===== src/rtl/add37_pkg.sv =====
// Shared constants and result-entry format for the add37 flow-control slice.
// Optional feature macro: ADD37_FLOW_CARRY_EN (adds a carry bit to each result).
package add37_pkg;

    localparam int ADD37_WIDTH   = 37;
    localparam int ADD37_LATENCY = 5;

`ifdef ADD37_FLOW_CARRY_EN
    localparam int ADD37_CARRY_W = 1;

    typedef struct packed {
        logic                   carry;
        logic [ADD37_WIDTH-1:0] sum;
    } add37_entry_t;
`else
    localparam int ADD37_CARRY_W = 0;

    typedef struct packed {
        logic [ADD37_WIDTH-1:0] sum;
    } add37_entry_t;
`endif

    // Carry-out recovered from the operand MSBs and the sum MSB alone.
    function automatic logic add37_carry(input logic xm, input logic ym, input logic sm);
        return (xm & ym) | ((xm ^ ym) & ~sm);
    endfunction

endpackage


===== src/rtl/add37_sync_fifo.sv =====
// Synchronous result FIFO: power-of-2 depth, registered pointers, occupancy count.
// Storage is not reset; only pointers and count are cleared.
module add37_sync_fifo
    import add37_pkg::*;
#(
    parameter int W     = ADD37_WIDTH,
    parameter int DEPTH = 8,
    localparam int AW   = $clog2(DEPTH)
) (
    input  logic          clk,
    input  logic          rst_n,
    input  logic          i_push,
    input  logic          i_pop,
    input  logic [W-1:0]  i_wdata,
    output logic [W-1:0]  o_rdata,
    output logic [AW:0]   o_count,
    output logic          o_full,
    output logic          o_empty
);

    logic [W-1:0]  r_mem [DEPTH];
    logic [AW-1:0] r_wr_ptr;
    logic [AW-1:0] r_rd_ptr;
    logic [AW:0]   r_count;

    // Write the incoming entry at the write pointer.
    always_ff @(posedge clk) begin
        if (i_push) begin
            r_mem[r_wr_ptr] <= i_wdata;
        end
    end

    // Pointers wrap naturally at DEPTH; push+pop together leaves count unchanged.
    always_ff @(posedge clk) begin
        if (!rst_n) begin
            r_wr_ptr <= '0;
            r_rd_ptr <= '0;
            r_count  <= '0;
        end else begin
            if (i_push) begin
                r_wr_ptr <= r_wr_ptr + 1'b1;
            end
            if (i_pop) begin
                r_rd_ptr <= r_rd_ptr + 1'b1;
            end
            case ({i_push, i_pop})
                2'b10:   r_count <= r_count + 1'b1;
                2'b01:   r_count <= r_count - 1'b1;
                default: r_count <= r_count;
            endcase
        end
    end

    assign o_rdata = r_mem[r_rd_ptr];
    assign o_count = r_count;
    assign o_full  = (r_count == (AW+1)'(DEPTH));
    assign o_empty = (r_count == '0);

endmodule


===== src/rtl/add37_flow_ctrl.sv =====
// Valid/ready wrapper around a fixed-latency, handshake-free pipelined adder.
// Accepted pairs are tagged through a valid pipe matching the adder latency;
// tagged sums land in a result FIFO. Credit (FIFO count + in-flight tags)
// gates in_ready so a tagged sum always has a free slot.
// Optional feature macro: ADD37_FLOW_CARRY_EN (out_carry port, WIDTH+1 entries).
module add37_flow_ctrl
    import add37_pkg::*;
#(
    parameter int WIDTH   = ADD37_WIDTH,
    parameter int LATENCY = ADD37_LATENCY,
    parameter int DEPTH   = 8
) (
    input  logic             clk,
    input  logic             rst_n,
    input  logic             in_valid,
    output logic             in_ready,
    input  logic [WIDTH-1:0] in_x,
    input  logic [WIDTH-1:0] in_y,
    output logic [WIDTH-1:0] add_x,
    output logic [WIDTH-1:0] add_y,
    input  logic [WIDTH-1:0] add_sum,
    output logic             out_valid,
    input  logic             out_ready,
    output logic [WIDTH-1:0] out_sum
`ifdef ADD37_FLOW_CARRY_EN
    ,
    output logic             out_carry
`endif
);

    localparam int AW      = $clog2(DEPTH);
    localparam int CW      = $clog2(LATENCY + 1);
    localparam int ENTRY_W = WIDTH + ADD37_CARRY_W;

    logic [LATENCY-1:0] r_vld;
    logic [CW-1:0]      w_inflight;
    logic [AW:0]        w_count;
    logic               w_full;
    logic               w_empty;
    logic               w_accept;
    logic               w_push;
    logic               w_pop;
    logic [ENTRY_W-1:0] w_wdata;
    logic [ENTRY_W-1:0] w_rdata;

    // The adder sees the operands every cycle; only tagged sums are kept.
    assign add_x = in_x;
    assign add_y = in_y;

    assign w_accept = in_valid & in_ready;
    assign w_push   = r_vld[LATENCY-1];
    assign w_pop    = out_valid & out_ready;

    // Count tags still travelling through the adder.
    always_comb begin
        w_inflight = '0;
        for (int i = 0; i < LATENCY; i++) begin
            w_inflight = w_inflight + CW'(r_vld[i]);
        end
    end

    // Pops in the current cycle are not credited, keeping out_ready off this path.
    assign in_ready = rst_n & ((32'(w_count) + 32'(w_inflight)) < 32'(DEPTH));

    // Valid pipe: a set tag at the last stage marks add_sum as belonging to an accepted pair.
    always_ff @(posedge clk) begin
        if (!rst_n) begin
            r_vld <= '0;
        end else begin
            r_vld[0] <= w_accept;
            for (int i = 1; i < LATENCY; i++) begin
                r_vld[i] <= r_vld[i-1];
            end
        end
    end

`ifdef ADD37_FLOW_CARRY_EN
    logic [LATENCY-1:0] r_xm;
    logic [LATENCY-1:0] r_ym;

    // Operand MSBs follow the tags so the carry can be rebuilt at push time.
    always_ff @(posedge clk) begin
        r_xm[0] <= in_x[WIDTH-1];
        r_ym[0] <= in_y[WIDTH-1];
        for (int i = 1; i < LATENCY; i++) begin
            r_xm[i] <= r_xm[i-1];
            r_ym[i] <= r_ym[i-1];
        end
    end

    assign w_wdata   = {add37_carry(r_xm[LATENCY-1], r_ym[LATENCY-1], add_sum[WIDTH-1]), add_sum};
    assign out_carry = w_rdata[WIDTH];
`else
    assign w_wdata   = add_sum;
`endif

    add37_sync_fifo #(
        .W     (ENTRY_W),
        .DEPTH (DEPTH)
    ) u_fifo (
        .clk     (clk),
        .rst_n   (rst_n),
        .i_push  (w_push),
        .i_pop   (w_pop),
        .i_wdata (w_wdata),
        .o_rdata (w_rdata),
        .o_count (w_count),
        .o_full  (w_full),
        .o_empty (w_empty)
    );

    assign out_valid = ~w_empty;
    assign out_sum   = w_rdata[WIDTH-1:0];

    a_no_push_when_full: assert property (@(posedge clk) disable iff (!rst_n) !(w_push && w_full));

endmodule


===== config.mk =====
export PLATFORM = sky130hd
export DESIGN_NAME = add37_flow_ctrl
export DESIGN_NICKNAME = d
export VERILOG_FILES = /design/src/rtl/add37_pkg.sv /design/src/rtl/add37_sync_fifo.sv /design/src/rtl/add37_flow_ctrl.sv
export SDC_FILE = /design/constraint.sdc
export NUM_CORES = 1
export LEC_CHECK = 0
export BUFFER_PORTS_ARGS = -buffer_cell sky130_fd_sc_hd__buf_2
export CAP_MARGIN = 20
export CORE_MARGIN = 2
export CORE_UTILIZATION = 40
export CTS_CLUSTER_SIZE = 25
export DETAILED_ROUTE_END_ITERATION = 6
export RECOVER_POWER = 50
export SLEW_MARGIN = 20
export SYNTH_ARGS = -nofsm -noshare
export SYNTH_HDL_FRONTEND = slang
export SYNTH_SLANG_ARGS = --single-unit

===== constraint.sdc =====
create_clock -name clk -period 4 [get_ports clk]
set_input_delay 0.2 -clock clk [delete_from_list [all_inputs] [get_ports clk]]
set_output_delay 0.2 -clock clk [all_outputs]
set_load 0.02 [all_outputs]

Word-level counts from Yosys, hierarchy flattened
Memory sizes are Yosys's and may differ from the RTL's. A register that Yosys moved wholly into a read port is not among the register bits.
Cells that the tools add are included.
{"block": "word_totals", "ff_bits": 15, "mem_bits_rw": 296, "in_bits": 115, "wordCells": 28, "mem_count": 1}
{"memory": "u_fifo.r_mem", "depth": 8, "word_bits": 37, "rd": 1, "rd_clocked_by_memory_dff": 1, "write_ports": 1, "line": "add37_sync_fifo.sv:21", "source": "logic [W-1:0] r_mem [DEPTH];"}
{"block": "classes", "n_addsub": 9, "order_cmp": 1, "eq_ne": 2, "mux": 5, "n_bitwise": 4, "n_reduce_logical": 2}
{"op": "$pmux 4 s2", "n": 1}
{"op": "$add 3x1->3", "n": 2}
{"op": "$add 3x1->3 const B", "n": 2}
{"op": "$mux 3", "n": 2}
{"op": "$add 4x3->5", "n": 1}
{"op": "$lt 5x4->1 const B", "n": 1}
{"op": "$add 4x1->4 const B", "n": 1}
{"op": "$logic_not 4->1", "n": 1}
{"op": "$sub 4x1->4 const B", "n": 1}
{"op": "$add 2x1->3", "n": 1}
{"op": "$and 1x1->1", "n": 3}
{"op": "$add 1x1->2", "n": 1}
{"op": "$eq 2x1->1 const B", "n": 1}
{"op": "$eq 2x2->1 const B", "n": 1}
{"op": "$mux 1", "n": 2}
{"op": "$reduce_bool 2->1", "n": 1}
{"op": "$not 1->1", "n": 1}

Depth between registers and ports, before layout
{"block": "depth", "word_depth": 8, "depth_mapped": 9, "depth_no_buf": 9}

Hierarchy
Synthesis repeated with hierarchy kept, for this count alone.
{"block": "unflattened", "hier_cells": 597, "hier_area_um2": 12684.7}
{"module": "add37_sync_fifo", "instances": 1, "cells_per_inst": 498, "area_each_um2": 11846.4}
{"module": "add37_flow_ctrl", "instances": 1, "cells_per_inst": 99, "area_each_um2": 838.3}

Worst setup path after synthesis
Ideal clock, no wire load.
{"block": "synth_path", "kind": "register to register", "start": "reg u_fifo.r_wr_ptr[0]", "end": "mem u_fifo.r_mem[0][0] (netlist bit) (enable)", "setup_time_ns": 0.477, "arrival_time_ns": 3.055, "t_required_ns": 3.523, "setup_slack_ns": 0.468, "stages_incl_launch_ff": 3, "n_path_buf": 0, "period_less_slack_ns": 3.532, "path_cell_list": "dfxtp_1 > nand2b_1 > nor3_1"}
{"item": "from (decl)", "line": "add37_sync_fifo.sv:22", "source": "logic [AW-1:0] r_wr_ptr;"}
{"item": "from (signal assigned)", "line": "add37_sync_fifo.sv:41", "source": "r_wr_ptr <= r_wr_ptr + 1'b1;"}
{"item": "to (decl)", "line": "add37_sync_fifo.sv:21"}
No word-level cell before the write port.

==> results.toml <==
[status]
status = "finished, final reports clean"

[yosys]
yosysSeqAreaShare_pct = 73.7
ys_seq_elements = 314
avgSynthCellArea_um2 = 21.1
yosysWarnings = 0
ys_types = 29
synth_fp_nets = 722
synthesis.area_mm2 = 0.0125
synth_cells = 596

[placed_design]
place_congestion = 0.758
dp_hpwl_mm = 13.9
place.port_buffers = 79
dp_cells = 991

[die]
die_area_mm2 = 0.0328
die_w_um = 181
start_util_pct = 40.8
die_h_um = 181
ios = 228
core_mm2 = 0.0307
rows = 64

[clocking]
post_cts_buffers = 0
clk_latency_ns = 0.50
cts_made_buffers = 34
root_buffer = "clkbuf_16"
htreeDepth = 2
cts.clk_slew.worst_paths_ns = 0.06
cts.path.max_buffers = 3
cts_sinks = 314
cts_tree = "done"

[routing]
first_pass_iters = 4
ant_nets = 0
drt_wl_total_mm = 24.1
drtIter0Drc = 424
route.detailed.drc = 0
routed_via_density = 5.21
wl_per_cell_um = 22.1
vias = 5689

[timing]
worstMarginPinSlew_ns = 0.996
finalMaxSlewViolations = 0
maxSlewHeadroom_pct = 33.6
rsz0062_at_grt = "false"
fin_skew_ns = 0.00774
tns_ns = 0
max_freq_ghz = 0.342
report.final.hold_viol_count = 0
period_share_pct = 73.1
setup_viol = 0
fin_crit_ns = 2.92

[global_route]
track_usage_pct = 14.9
grt_pass1_wl_mm = 36.8
grt_overflow_total = 0
grt_max_degree = 75
antenna_found_initial = 3
grt_pass1_vias = 6224

[setup_path]
cp_data_required_time_ns = 3.80
worst-setup-path-type = "flop to primary output"
reg2regPathDepth = 9
cp.arrival_ns = 2.72
r2r_setup_slack_ns = 1.47
crit_fanout = 40
r2r-end = "u_fifo.o_count[3]$_SDFFE_PN0P_"
cp-start-kind = "flop"
reg2reg_from = "u_fifo.o_count[1]$_SDFFE_PN0P_"
critPathCapture = "out_sum[14]"
end_kind = "primary output"

[worst_hold_path]
hold_path.class = "input port to flop"

[layout]
seqCellArea_mm2 = 0.00926
final_cell_count_no_fill = 1092
area_growth_pct = 14.2
final_common_cell = "edfxtp_1"
drive_above_1_share_pct = 32.5
final_cell_mix = "edfxtp_1, mux4_2, clkbuf_1"
multi_input_area_mm2 = 0.00263
final_nets = 796
fillCellCount = 2583

[power]
total_power_mw = 6.63
ir_drop_uv = 202
p_leak_nw = 4.53
powerDensity_mw_per_mm2 = 463

[job]
maxCapViolCount = 0
-- flip-flops by register name, indices dropped and copies added, names as in the netlist, named ones only --
name             cells
r_vld                5
u_fifo.o_count       4
u_fifo.r_mem       296
u_fifo.r_rd_ptr      3
u_fifo.r_wr_ptr      3
-- where the power goes --
group	switching, mW	internal, mW	leakage, nW
combinational	0.0856	0.0807	1.23
sequential	0.0103	3.60	2.81
clock	1.17	1.68	0.496
total	1.27	5.36	4.53
-- synth_stat cells (all sizes together) --
master	instances	share of area, %
nand2	11	0.33
nand2b	4	0.20
o21bai	1	0.060
mux4	74	13
inv	7	0.21
fa	3	0.48
xnor2	4	0.28
buf	91	5.4
clkbuf	4	0.13
or4	1	0.060
and2	12	0.60
nand3	2	0.080
xor2	1	0.070
a21boi	2	0.12
nor3	2	0.080
mux2	37	3.3
nor2b	1	0.050
edfxtp	296	71
a21oi	2	0.080
dfxtp	18	2.9
mux2i	3	0.24
nor2	9	0.27
ha	8	0.80
o21ai	2	0.080
a21o	1	0.060
-- cell type report --
type | count | area share, %
inverter | 7 | 0.183
antenna | 3 | 0.0524
timing repair buffer | 133 | 6.17
clock inverter | 12 | 0.437
multi-input combinational | 180 | 18.4
clock buffer | 47 | 6.72
tap | 396 | 3.46
sequential | 314 | 64.6
-- critical path, stage by stage, from the launching register on --
cell,delay [ns]
dfxtp_4,0.88
buf_4,0.34
mux4_2,0.53
mux2_2,0.28
buf_2,0.16
-- routing by layer --
layer / track usage [%] / vias up / share of wire (%)
met4: 5.24 / 0 / 2.8
met3: 3.41 / 83 / 5.9
li1: - / 2465 / -
met5: 0 / - / 0
met1: 19.2 / 2966 / 42
met2: 24.8 / 175 / 49
-- worst min-delay path by stage --
stage,depth (start not counted),from,slack (ns),endpoint
final,3,out_ready,0.03,flop
after detailed placement,0,in_x[1],0.40,add_x[1]
after global placement,0,in_x[1],0.40,add_x[1]
after CTS,3,out_ready,0.009,flop
after global routing,3,out_ready,0.07,flop
after floorplan,0,add_sum[0],0.30,u_fifo.r_mem[0][0]$_DFFE_PP_
-- kinds of logic after synthesis --
family,after synthesis,share of synthesized area (%)
AO/OA/AOI/OAI,8,0.399
XOR/XNOR,5,0.349
multiplexers,114,16.8
adder cells (fa/ha/maj),11,1.28
flip-flops,314,73.7
buffers and inverters,102,5.75
AND/OR/NAND/NOR,42,1.67
-- repair_timing --
item	in CTS	in global routing
gates resized for setup	0	0
hold buffers	38	0
hold endpoints to repair	297	0
-- stage by stage --
| stage | area [um2] | util [%] | setup slack, ns | hold slack (ns) |
|---|---|---|---|---|
| floorplan | 12500 | - | 0.468 | 0.299 |
| global placement | 12900 | 42.1 | 1.51 | 0.400 |
| detailed placement | 12900 | 42.1 | 1.49 | 0.400 |
| CTS | 14300 | 46.6 | 0.961 | 0.00929 |
| global route | 14300 | 46.6 | 0.846 | 0.0662 |
| finish | 14300 | 46.6 | 1.08 | 0.0308 |
Note: power is estimated with default switching activity, not from simulation.
